File: src/rtl/fwrisc_dbg_pkg.sv
// Shared types for the fwrisc debug register-file port.
// Holds the controller state enum, address width and address helper.
package fwrisc_dbg_pkg;

    localparam int REG_AW = 6;

    typedef logic [REG_AW-1:0] reg_addr_t;

    typedef enum logic [2:0] {
        ST_IDLE,
        ST_HALT_WAIT,
        ST_WRITE,
        ST_ISSUE,
        ST_CAPTURE,
        ST_RESP
    } dbg_state_t;

    // Register index step; wraps 63 -> 0.
    function automatic reg_addr_t addr_next(reg_addr_t a);
        return a + reg_addr_t'(1);
    endfunction

endpackage

File: src/rtl/fwrisc_regfile_dbg_if.sv
// Debug request/response bus for the fwrisc register-file debug port.
// master = debugger side, slave = fwrisc_regfile_dbg.
interface fwrisc_regfile_dbg_if;
    import fwrisc_dbg_pkg::*;

    logic        req_valid;
    logic        req_ready;
    logic        req_write;
    reg_addr_t   req_addr;
    logic [5:0]  req_len;
    logic [31:0] req_wdata;

    logic        rsp_valid;
    logic        rsp_ready;
    logic [31:0] rsp_data;
    logic        rsp_err;
    logic        rsp_last;

    modport master (
        output req_valid, req_write, req_addr, req_len, req_wdata,
        output rsp_ready,
        input  req_ready,
        input  rsp_valid, rsp_data, rsp_err, rsp_last
    );

    modport slave (
        input  req_valid, req_write, req_addr, req_len, req_wdata,
        input  rsp_ready,
        output req_ready,
        output rsp_valid, rsp_data, rsp_err, rsp_last
    );

endinterface

File: src/rtl/fwrisc_regfile_dbg.sv
// Debug access to the fwrisc register file: halts the core, then does a
// single write or a burst read (addresses wrap mod 64), one beat per resp.
// Ports: clock, reset (async, active-high); dbg = request/response bus;
// halt_req/halted = core stall handshake; dbg_raddr/dbg_rdata (one-cycle
// read latency), dbg_waddr/dbg_wdata/dbg_wen = regfile access.
module fwrisc_regfile_dbg
    import fwrisc_dbg_pkg::*;
#(
    parameter int HALT_TIMEOUT = 255
) (
    input  logic                 clock,
    input  logic                 reset,
    fwrisc_regfile_dbg_if.slave  dbg,
    output logic                 halt_req,
    input  logic                 halted,
    output reg_addr_t            dbg_raddr,
    input  logic [31:0]          dbg_rdata,
    output reg_addr_t            dbg_waddr,
    output logic [31:0]          dbg_wdata,
    output logic                 dbg_wen
);

    localparam int CW = (HALT_TIMEOUT > 255) ? $clog2(HALT_TIMEOUT + 1) : 8;
    // Last count value before the wait is declared failed.
    localparam logic [CW-1:0] TLIM = CW'(HALT_TIMEOUT - 1);

    dbg_state_t  state;
    logic        write_q;
    reg_addr_t   addr_q;
    logic [5:0]  rem_q;
    logic [31:0] wdata_q;
    logic [CW-1:0] cnt_q;

    logic        req_ready_q;
    logic        rsp_valid_q;
    logic [31:0] rsp_data_q;
    logic        rsp_err_q;
    logic        rsp_last_q;

    assign dbg.req_ready = req_ready_q;
    assign dbg.rsp_valid = rsp_valid_q;
    assign dbg.rsp_data  = rsp_data_q;
    assign dbg.rsp_err   = rsp_err_q;
    assign dbg.rsp_last  = rsp_last_q;

    always_ff @(posedge clock or posedge reset) begin
        if (reset) begin
            state       <= ST_IDLE;
            write_q     <= 1'b0;
            addr_q      <= '0;
            rem_q       <= '0;
            wdata_q     <= '0;
            cnt_q       <= '0;
            req_ready_q <= 1'b1;
            rsp_valid_q <= 1'b0;
            rsp_data_q  <= '0;
            rsp_err_q   <= 1'b0;
            rsp_last_q  <= 1'b0;
            halt_req    <= 1'b0;
            dbg_raddr   <= '0;
            dbg_waddr   <= '0;
            dbg_wdata   <= '0;
            dbg_wen     <= 1'b0;
        end else begin
            dbg_wen <= 1'b0;
            unique case (state)
                ST_IDLE: begin
                    if (dbg.req_valid) begin
                        write_q     <= dbg.req_write;
                        addr_q      <= dbg.req_addr;
                        rem_q       <= dbg.req_write ? 6'd0 : dbg.req_len;
                        wdata_q     <= dbg.req_wdata;
                        cnt_q       <= '0;
                        req_ready_q <= 1'b0;
                        halt_req    <= 1'b1;
                        state       <= ST_HALT_WAIT;
                    end
                end
                ST_HALT_WAIT: begin
                    if (halted) begin
                        if (write_q) begin
                            // r0 is hardwired; ack without touching it.
                            dbg_wen   <= (addr_q != '0);
                            dbg_waddr <= addr_q;
                            dbg_wdata <= wdata_q;
                            state     <= ST_WRITE;
                        end else begin
                            dbg_raddr <= addr_q;
                            state     <= ST_ISSUE;
                        end
                    end else if (cnt_q == TLIM) begin
                        rsp_valid_q <= 1'b1;
                        rsp_data_q  <= '0;
                        rsp_err_q   <= 1'b1;
                        rsp_last_q  <= 1'b1;
                        state       <= ST_RESP;
                    end else begin
                        cnt_q <= cnt_q + CW'(1);
                    end
                end
                ST_WRITE: begin
                    rsp_valid_q <= 1'b1;
                    rsp_data_q  <= '0;
                    rsp_err_q   <= 1'b0;
                    rsp_last_q  <= 1'b1;
                    state       <= ST_RESP;
                end
                ST_ISSUE: begin
                    state <= ST_CAPTURE;
                end
                ST_CAPTURE: begin
                    rsp_valid_q <= 1'b1;
                    rsp_data_q  <= dbg_rdata;
                    rsp_err_q   <= 1'b0;
                    rsp_last_q  <= (rem_q == 6'd0);
                    state       <= ST_RESP;
                end
                ST_RESP: begin
                    if (dbg.rsp_ready) begin
                        rsp_valid_q <= 1'b0;
                        rsp_data_q  <= '0;
                        rsp_err_q   <= 1'b0;
                        rsp_last_q  <= 1'b0;
                        // An error response always ends the transaction.
                        if (!rsp_err_q && rem_q != 6'd0) begin
                            addr_q    <= addr_next(addr_q);
                            dbg_raddr <= addr_next(addr_q);
                            rem_q     <= rem_q - 6'd1;
                            state     <= ST_ISSUE;
                        end else begin
                            req_ready_q <= 1'b1;
                            halt_req    <= 1'b0;
                            dbg_raddr   <= '0;
                            cnt_q       <= '0;
                            state       <= ST_IDLE;
                        end
                    end
                end
                default: begin
                    state <= ST_IDLE;
                end
            endcase
        end
    end

endmodule

File: src/flat_wrapper.sv
// flat-port wrapper written by rule: the top's interface ports become plain ports
module fwrisc_regfile_dbg_flat import fwrisc_dbg_pkg::*;
#(
    parameter int HALT_TIMEOUT = 255
)
  (clock, reset, halt_req, halted, dbg_raddr, dbg_rdata, dbg_waddr, dbg_wdata, dbg_wen, dbg_req_valid, dbg_req_write, dbg_req_addr, dbg_req_len, dbg_req_wdata, dbg_rsp_ready, dbg_req_ready, dbg_rsp_valid, dbg_rsp_data, dbg_rsp_err, dbg_rsp_last);
  fwrisc_regfile_dbg_if dbg_i ();
  input  logic clock;
  input  logic reset;
  output logic halt_req;
  input  logic halted;
  output reg_addr_t dbg_raddr;
  input  logic [31:0] dbg_rdata;
  output reg_addr_t dbg_waddr;
  output logic [31:0] dbg_wdata;
  output logic dbg_wen;
  input wire logic [$bits(dbg_i.req_valid)-1:0] dbg_req_valid;
  input wire logic [$bits(dbg_i.req_write)-1:0] dbg_req_write;
  input wire logic [$bits(dbg_i.req_addr)-1:0] dbg_req_addr;
  input wire logic [$bits(dbg_i.req_len)-1:0] dbg_req_len;
  input wire logic [$bits(dbg_i.req_wdata)-1:0] dbg_req_wdata;
  input wire logic [$bits(dbg_i.rsp_ready)-1:0] dbg_rsp_ready;
  output wire logic [$bits(dbg_i.req_ready)-1:0] dbg_req_ready;
  output wire logic [$bits(dbg_i.rsp_valid)-1:0] dbg_rsp_valid;
  output wire logic [$bits(dbg_i.rsp_data)-1:0] dbg_rsp_data;
  output wire logic [$bits(dbg_i.rsp_err)-1:0] dbg_rsp_err;
  output wire logic [$bits(dbg_i.rsp_last)-1:0] dbg_rsp_last;
  assign dbg_i.req_valid = dbg_req_valid;
  assign dbg_i.req_write = dbg_req_write;
  assign dbg_i.req_addr = dbg_req_addr;
  assign dbg_i.req_len = dbg_req_len;
  assign dbg_i.req_wdata = dbg_req_wdata;
  assign dbg_i.rsp_ready = dbg_rsp_ready;
  assign dbg_req_ready = dbg_i.req_ready;
  assign dbg_rsp_valid = dbg_i.rsp_valid;
  assign dbg_rsp_data = dbg_i.rsp_data;
  assign dbg_rsp_err = dbg_i.rsp_err;
  assign dbg_rsp_last = dbg_i.rsp_last;
  fwrisc_regfile_dbg #(.HALT_TIMEOUT(HALT_TIMEOUT)) u_core (.clock(clock), .reset(reset), .dbg(dbg_i), .halt_req(halt_req), .halted(halted), .dbg_raddr(dbg_raddr), .dbg_rdata(dbg_rdata), .dbg_waddr(dbg_waddr), .dbg_wdata(dbg_wdata), .dbg_wen(dbg_wen));
endmodule
File: config.mk
export PLATFORM = sky130hd
export DESIGN_NAME = fwrisc_regfile_dbg_flat
export DESIGN_NICKNAME = d
export VERILOG_FILES = /design/src/rtl/fwrisc_dbg_pkg.sv /design/src/rtl/fwrisc_regfile_dbg_if.sv /design/src/rtl/fwrisc_regfile_dbg.sv /design/src/flat_wrapper.sv
export SDC_FILE = /design/constraint.sdc
export NUM_CORES = 1
export LEC_CHECK = 0
export ABC_AREA = 1
export BUFFER_PORTS_ARGS = -buffer_cell sky130_fd_sc_hd__buf_4
export CAP_MARGIN = 10
export CELL_PAD_IN_SITES_DETAIL_PLACEMENT = 0
export CELL_PAD_IN_SITES_GLOBAL_PLACEMENT = 1
export CORE_AREA = 5 5 138 140
export DETAILED_ROUTE_END_ITERATION = 10
export DIE_AREA = 0 0 143 145
export PLACE_DENSITY = 0.73
export RECOVER_POWER = 100
export SLEW_MARGIN = 5
export SYNTH_ARGS = -nofsm -noshare
export SYNTH_HDL_FRONTEND = slang
export SYNTH_SLANG_ARGS = --single-unit
File: constraint.sdc
create_clock -name clock -period 3.9 [get_ports clock]
set_input_delay 0.39 -clock clock [delete_from_list [all_inputs] [get_ports clock]]
set_output_delay 0.39 -clock clock [all_outputs]
set_load 0.01 [all_outputs]
==> flow_summary.yaml, run 1 <==
run_status:
  status: "complete, but fails checks"
  violations: "max-capacitance violations, max-slew violations"
cts:
  clock_sinks: 138
  cts_tree: "done"
  cts-root-buf: "clkbuf_16"
  worstSkewPairLatency_ns: 0.42
  cts.repair.resized: 0
  clock_path_buffers: 2
  htreeDepth: 4
  cts-hold-fix-buffers: 0
  path_clk_slew_ns: 0.06
  postCtsSetupBuffers: 0
  cts-buffers-inserted: 17
synthesis:
  syn_area_um2: 6065
  synth_edf_count: 0
  synthCells: 715
  syn_nets: 803
  ys_seq_elements: 138
  synth_cell_type_count: 31
  ys_async_sr_fraction_pct: 100.0
  seq_area_frac_synth_pct: 56.96
  avgSynthCellArea_um2: 8.482
  ys_warn_count: 0
  synth_ff_type: "dfrtp_1"
drt:
  avgRoutedWirePerCell_um: 13.63
  antenna_left: 0
  first_iter_violations: 280
  drtPass1Iterations: 4
  vias: 4977
  vias_per_cell: 4.460
  routed_wl_mm: 15.21
  remaining_drc_errors: 0
sta:
  drv_slew: 35
  hold_viol: 0
  fmax_mhz: 361.2
  slew_headroom_pct: -19.71
  rsz0062_at_grt: "no"
  fin_crit_ns: 2.769
  period_share_pct: 71.00
  worst_pin_slew_ns: 1.796
  fin_skew_ns: 0.01211
  final.setup.tns_ns: 0
  final-setup-viol-count: 0
setup_path:
  crit_fanout: 53
  end_kind: "register"
  crit_path_start_kind: "register"
  critPathKind: "register to register"
  worst_ep_arrival_time_ns: 3.09
  required_ns: 4.22
die:
  io_pins: 164
  start_util_pct: 34.23
  core-area_um2: 17720
  rows: 49
  dieWidth_um: 143
  fp.dieH_um: 145
  dieArea_um2: 20740
final_layout:
  area_growth_syn_to_layout_pct: 26.39
  finalInstanceArea_um2: 7665
  drive_gt1_share_pct: 14.99
  n_fill_cell: 1886
  ff_latch_area_um2: 3455
  multiInputGateArea_um2: 2122
  diodes: 0
  nNetsFinal: 962
global_route:
  grt_max_degree: 79
  overflow: 0
  grt_pass1_wl_mm: 24.90
  grt_pass1_vias: 4801
  antenna_found_initial: 0
  grtUsageTotal_pct: 14.95
power_and_ir_drop:
  ir_drop_v: 0.0003687
  p_leak_nw: 4.074
  p_per_area_nw_per_um2: 818.9
place:
  gp_congestion: 0.7679
  dpl-instance-area_um2: 7445
  port_buffers: 163
  post-dp-hpwl_mm: 10.67
job:
  cap_viol_max_count: 1
min_path:
  holdCritPathClass: "primary input to register"
==> report_power, final <==
part,internal (mW),leakage [nW],switching [mW],total (mW)
Sequential,2.07,1.70,0.350,2.42
Combinational,0.749,2.09,1.55,2.30
Clock,0.909,0.280,0.648,1.56
Total,3.73,4.07,2.55,6.28
==> logic make-up after synthesis <==
kind of cell | Yosys count | synth area share (%)
compound gates | 93 | 7.799
xor+xnor | 7 | 1.011
fa+ha+maj | 6 | 1.238
buf+inv | 97 | 7.283
flops | 138 | 56.96
simple gates | 374 | 25.71
==> sequential cells by signal, summed over array words and instances, names as in the netlist <==
name	flops
u_core.rem_q	6
u_core.dbg.rsp_last	1
u_core.dbg_waddr	6
u_core.dbg_raddr	6
u_core.dbg_wdata	32
u_core.dbg.rsp_valid	1
u_core.write_q	1
u_core.dbg_wen	1
u_core.dbg.req_ready	1
u_core.halt_req	1
u_core.dbg.rsp_err	1
u_core.addr_q	6
u_core.state	3
u_core.wdata_q	32
u_core.dbg.rsp_data	32
u_core.cnt_q	8
==> cell type report <==
| type | instances | area share, % |
|---|---|---|
| Sequential cell | 138 | 45.07 |
| Multi-Input combinational cell | 480 | 27.69 |
| Timing Repair Buffer | 167 | 12.50 |
| Clock buffer | 18 | 5.730 |
| Tap cell | 229 | 3.738 |
| Inverter | 70 | 3.444 |
| Clock inverter | 14 | 1.828 |
==> critical path, cell delays in order, from the launching register on <==
cell and delay [ns]:
dfrtp_1 0.39, inv_1 0.14, nand2_1 0.11, nor2_1 0.44, nand3_2 0.85, buf_4 0.52
a41oi_1 0.21
==> metal layers <==
| layer | vias to the layer above | wire length (µm) | global-route usage [%] |
|---|---|---|---|
| met5 | - | 0 | 0 |
| li1 | 2545 | - | - |
| met4 | 0 | 98 | 4.278 |
| met1 | 2315 | 7233 | 20.85 |
| met2 | 109 | 7115 | 22.81 |
| met3 | 8 | 764 | 4.179 |
==> synthesized netlist by cell type (2+ instances only) <==
library cell | count | area (µm²)
nor2_1 | 52 | 195.2
nand2_2 | 4 | 25.02
nand4_1 | 2 | 12.51
nand2_1 | 276 | 1036
inv_1 | 61 | 229.0
buf_4 | 3 | 22.52
xor2_1 | 4 | 35.03
nand3_1 | 24 | 120.1
ha_1 | 6 | 75.07
inv_2 | 9 | 33.78
buf_2 | 4 | 20.02
dfrtp_1 | 137 | 3428
xnor2_1 | 3 | 26.28
o21ai_0 | 22 | 110.1
nor2_2 | 4 | 25.02
nand2_4 | 2 | 22.52
buf_6 | 8 | 90.09
o21ai_1 | 31 | 155.2
clkbuf_1 | 11 | 41.29
nand3_2 | 5 | 50.05
a21oi_1 | 37 | 185.2
==> layout by cell type (no fill, tap or decap), drive strengths merged <==
cell type,netlist,final
buf,15,84
dfstp,1,1
clkinvlp,0,3
o21bai,1,1
o21ai,53,53
nand2,282,282
xnor2,3,3
a21oi,37,37
ha,6,6
xor2,4,4
a41oi,1,1
or2,1,1
nor3b,1,1
clkinv,0,6
nand4,3,3
bufinv,0,1
nand3,30,30
nor2,57,57
clkbuf,12,101
dfrtp,137,137
inv,70,74
o22ai,1,1
==> final timing paths <==
check / from / to / slack, ns / depth (start not counted)
max reg2reg: u_core.state[1]$_DFFE_PP0P_ / u_core.dbg_wen$_DFF_PP0_ / 1.13 / 6
min in group asynchronous: reset / u_core.wdata_q[30]$_DFFE_PP0P_ / 0.26 / 2
max in group asynchronous: reset / u_core.wdata_q[19]$_DFFE_PP0P_ / 1.42 / 3
max: u_core.state[1]$_DFFE_PP0P_ / u_core.dbg_wen$_DFF_PP0_ / 1.13 / 6
min: dbg_rdata[27] / u_core.dbg.rsp_data[27]$_DFFE_PP0P_ / 0.17 / 3
min reg2reg: u_core.dbg.rsp_data[13]$_DFFE_PP0P_ / u_core.dbg.rsp_data[13]$_DFFE_PP0P_ / 0.47 / 2
==> through the flow <==
| stage | total power, mW | setup slack (ns) | hold slack (ns) | cells | utilization (%) |
|---|---|---|---|---|---|
| finish | 6.277 | 1.131 | 0.1720 | 1116 | 43.26 |
| global route | 6.837 | 0.7928 | 0.1480 | 1116 | 43.26 |
| CTS | 6.768 | 1.448 | 0.07554 | 1116 | 45.29 |
| detailed placement | 5.168 | 1.476 | 0.4569 | 1084 | 42.02 |
| global placement | 5.130 | 1.562 | 0.4525 | 1084 | 42.02 |
| floorplan | 4.112 | 1.790 | 0.4419 | 715 | - |
(Power assumes the default switching activity.)
==> run 2, diff against run 1 <==
--- a/config.mk
+++ b/config.mk
@@ -10,10 +10,10 @@
 export CAP_MARGIN = 10
 export CELL_PAD_IN_SITES_DETAIL_PLACEMENT = 0
 export CELL_PAD_IN_SITES_GLOBAL_PLACEMENT = 1
-export CORE_AREA = 5 5 138 140
+export CORE_AREA = 5 5 133 135
 export DETAILED_ROUTE_END_ITERATION = 10
-export DIE_AREA = 0 0 143 145
-export PLACE_DENSITY = 0.73
+export DIE_AREA = 0 0 138 140
+export PLACE_DENSITY = 0.75
 export RECOVER_POWER = 100
 export SLEW_MARGIN = 5
 export SYNTH_ARGS = -nofsm -noshare
==> constraint.sdc (replaced) <==
create_clock -name clock -period 2.8 [get_ports clock]
set_input_delay 0.28 -clock clock [delete_from_list [all_inputs] [get_ports clock]]
set_output_delay 0.28 -clock clock [all_outputs]
set_load 0.01 [all_outputs]
==> run 2 against run 1 <==
The run now ends clean. Final area rose by 0.26%. Final cell count fell by 0.63%. Hold slack got worse by 0.12 ns. Global-route usage rose by 0.86 points. Register-to-register slack got worse by 0.54 ns. Clock-buffer cell count fell by 1. Routed wire length fell by 2.2%. Via count fell by 2.5%. Flip-flop and latch count did not move. Die area fell by 6.8%. Utilization rose by 3.7 points. Clock power rose by 33%. Largest power group unchanged.
==> flow_summary.yaml, run 2 (synthesis results as in run 1) <==
run_status:
  status: "finished clean"
drt:
  first_iter_violations: 290
  vias: 4852
  antenna_left: 0
  routed_wl_mm: 14.88
  remaining_drc_errors: 0
  vias_per_cell: 4.375
  avgRoutedWirePerCell_um: 13.42
  drtPass1Iterations: 4
setup_path:
  critPathKind: "register to register"
  crit_path_start_kind: "register"
  critPathLaunch: "u_core.state[1]$_DFFE_PP0P_"
  crit_fanout: 36
  r2r-start: "u_core.state[1]$_DFFE_PP0P_"
  end_kind: "register"
  worst_ep_arrival_time_ns: 2.50
  required_ns: 3.09
power_and_ir_drop:
  pwr-share-clk_pct: 24.0
  p_leak_nw: 4.086
  switching_share_pct: 41.05
  netSwitchingPower_mw: 3.553
  power.total_mw: 8.655
  ir_drop_v: 0.0005079
  power_frac_seq_pct: 39.1
  p_per_area_nw_per_um2: 1126
  intPower_mw: 5.102
  combPwrFrac_pct: 36.9
cts:
  clock_path_buffers: 2
  path_clk_slew_ns: 0.06
  worstSkewPairLatency_ns: 0.42
  cts-buffers-inserted: 17
  cts-root-buf: "clkbuf_16"
  cts_tree: "done"
  postCtsSetupBuffers: 0
  clock_sinks: 138
  htreeDepth: 4
place:
  place_ws_ns: 0.8068
  port_buffers: 163
  dp_cells: 1076
  post-dp-hpwl_mm: 10.63
  gp_congestion: 0.8212
min_path:
  hp-start: "dbg_rdata[14]"
  holdCritPathClass: "primary input to register"
global_route:
  overflow: 0
  antenna_found_initial: 0
  grt_max_degree: 78
  grt_pass1_vias: 4800
  grtUsageTotal_pct: 15.82
  grt_pass1_wl_mm: 24.80
die:
  io_pins: 164
  fp.dieH_um: 140
  start_util_pct: 37.10
  dieArea_um2: 19320
  rows: 47
  core-area_um2: 16350
  dieWidth_um: 138
final_layout:
  nNetsFinal: 964
  area_growth_syn_to_layout_pct: 26.72
  utilization_pct: 47.01
  drive_gt1_share_pct: 15.41
  final_common_cell: "nand2_1"
  diodes: 0
  final_cell_mix: "nand2_1 (279), dfrtp_1 (137), buf_4 (82), clkbuf_1 (81), inv_1 (64)"
  n_fill_cell: 1713
  fin_cells: 1109
sta:
  drv_slew: 0
  period_share_pct: 78.84
  fin_crit_ns: 2.207
  fin_skew_ns: 0.01563
  slew_headroom_pct: 11.93
  final-setup-viol-count: 0
  fmax_mhz: 453.0
  final.setup.tns_ns: 0
  hold_viol: 0
  setup_ws_ns: 0.5925
  worst_pin_slew_ns: 1.314
  rsz0062_at_grt: "no"
job:
  cap_viol_max_count: 0
[run 2: cell count changes in the layout (fill, tap and decap cells not counted), sizes merged]
cell | before | now
dlygate4sd3 | 0 | 1
buf | 84 | 85
clkbuf | 101 | 100
bufinv | 1 | 0
inv | 74 | 78
clkinvlp | 3 | 4
clkinv | 6 | 3
[run 2: final timing paths]
path	to	slack [ns]	depth (start not counted)
setup / recovery	u_core.wdata_q[7]$_DFFE_PP0P_	0.59	7
hold / removal	u_core.dbg.rsp_data[14]$_DFFE_PP0P_	0.05	3
setup reg to reg	u_core.wdata_q[7]$_DFFE_PP0P_	0.59	7
hold reg to reg	u_core.dbg.rsp_data[18]$_DFFE_PP0P_	0.47	2
max in group asynchronous	u_core.state[2]$_DFFE_PP0P_	0.75	4
min in group asynchronous	u_core.dbg.rsp_data[8]$_DFFE_PP0P_	0.70	3
[run 2: critical path: stages, from the launching register on]
cell	delay (ns)
dfrtp_1	0.39
inv_1	0.18
nand2_1	0.09
nor2_2	0.14
nand2_1	0.66
buf_12	0.45
nor2_1	0.11
a21oi_1	0.05
[run 2: routing by layer]
layer  up-vias  routed length [µm]  global-route usage (%)
met5         -                   0                       0
met4         0                 128                   5.096
met3         7                 605                   4.431
met2       105                6955                   24.61
met1      2197                7192                   21.53
li1       2543                   -                       -
[run 2: metrics by stage]
stage	instance area (µm²)	hold slack, ns
after floorplan	6068	0.3966
after global placement	7478	0.4221
after detailed placement	7478	0.4176
after CTS	8043	0.03374
after global routing	7685	0.03876
final	7685	0.04899
[run 2: power by group through the flow]
stage | Clock (mW) | Combinational (mW) | Sequential [mW]
detailed placement | 0 | 3.78 | 3.43
floorplan | 0 | 2.14 | 3.58
CTS | 2.15 | 3.78 | 3.41
finish | 2.08 | 3.19 | 3.38
global route | 2.24 | 3.72 | 3.50
global placement | 0 | 3.75 | 3.42
[run 2: cell type report]
cell class	instances	area [µm²]	area share, %
flip-flops and latches	138	3455	44.95
multi-input cells	480	2132	27.74
repair buffers	169	1005	13.07
clock buffers	17	425.4	5.536
well taps	220	275.3	3.582
inverters	70	264.0	3.435
clock inverters	15	128.9	1.677
[run 2: what timing repair did]
item / 4_1_cts / 5_1_grt
resized for setup: 0 / 0
hold buffers: 1 / 0
endpoints found under the hold margin: 27 / 0
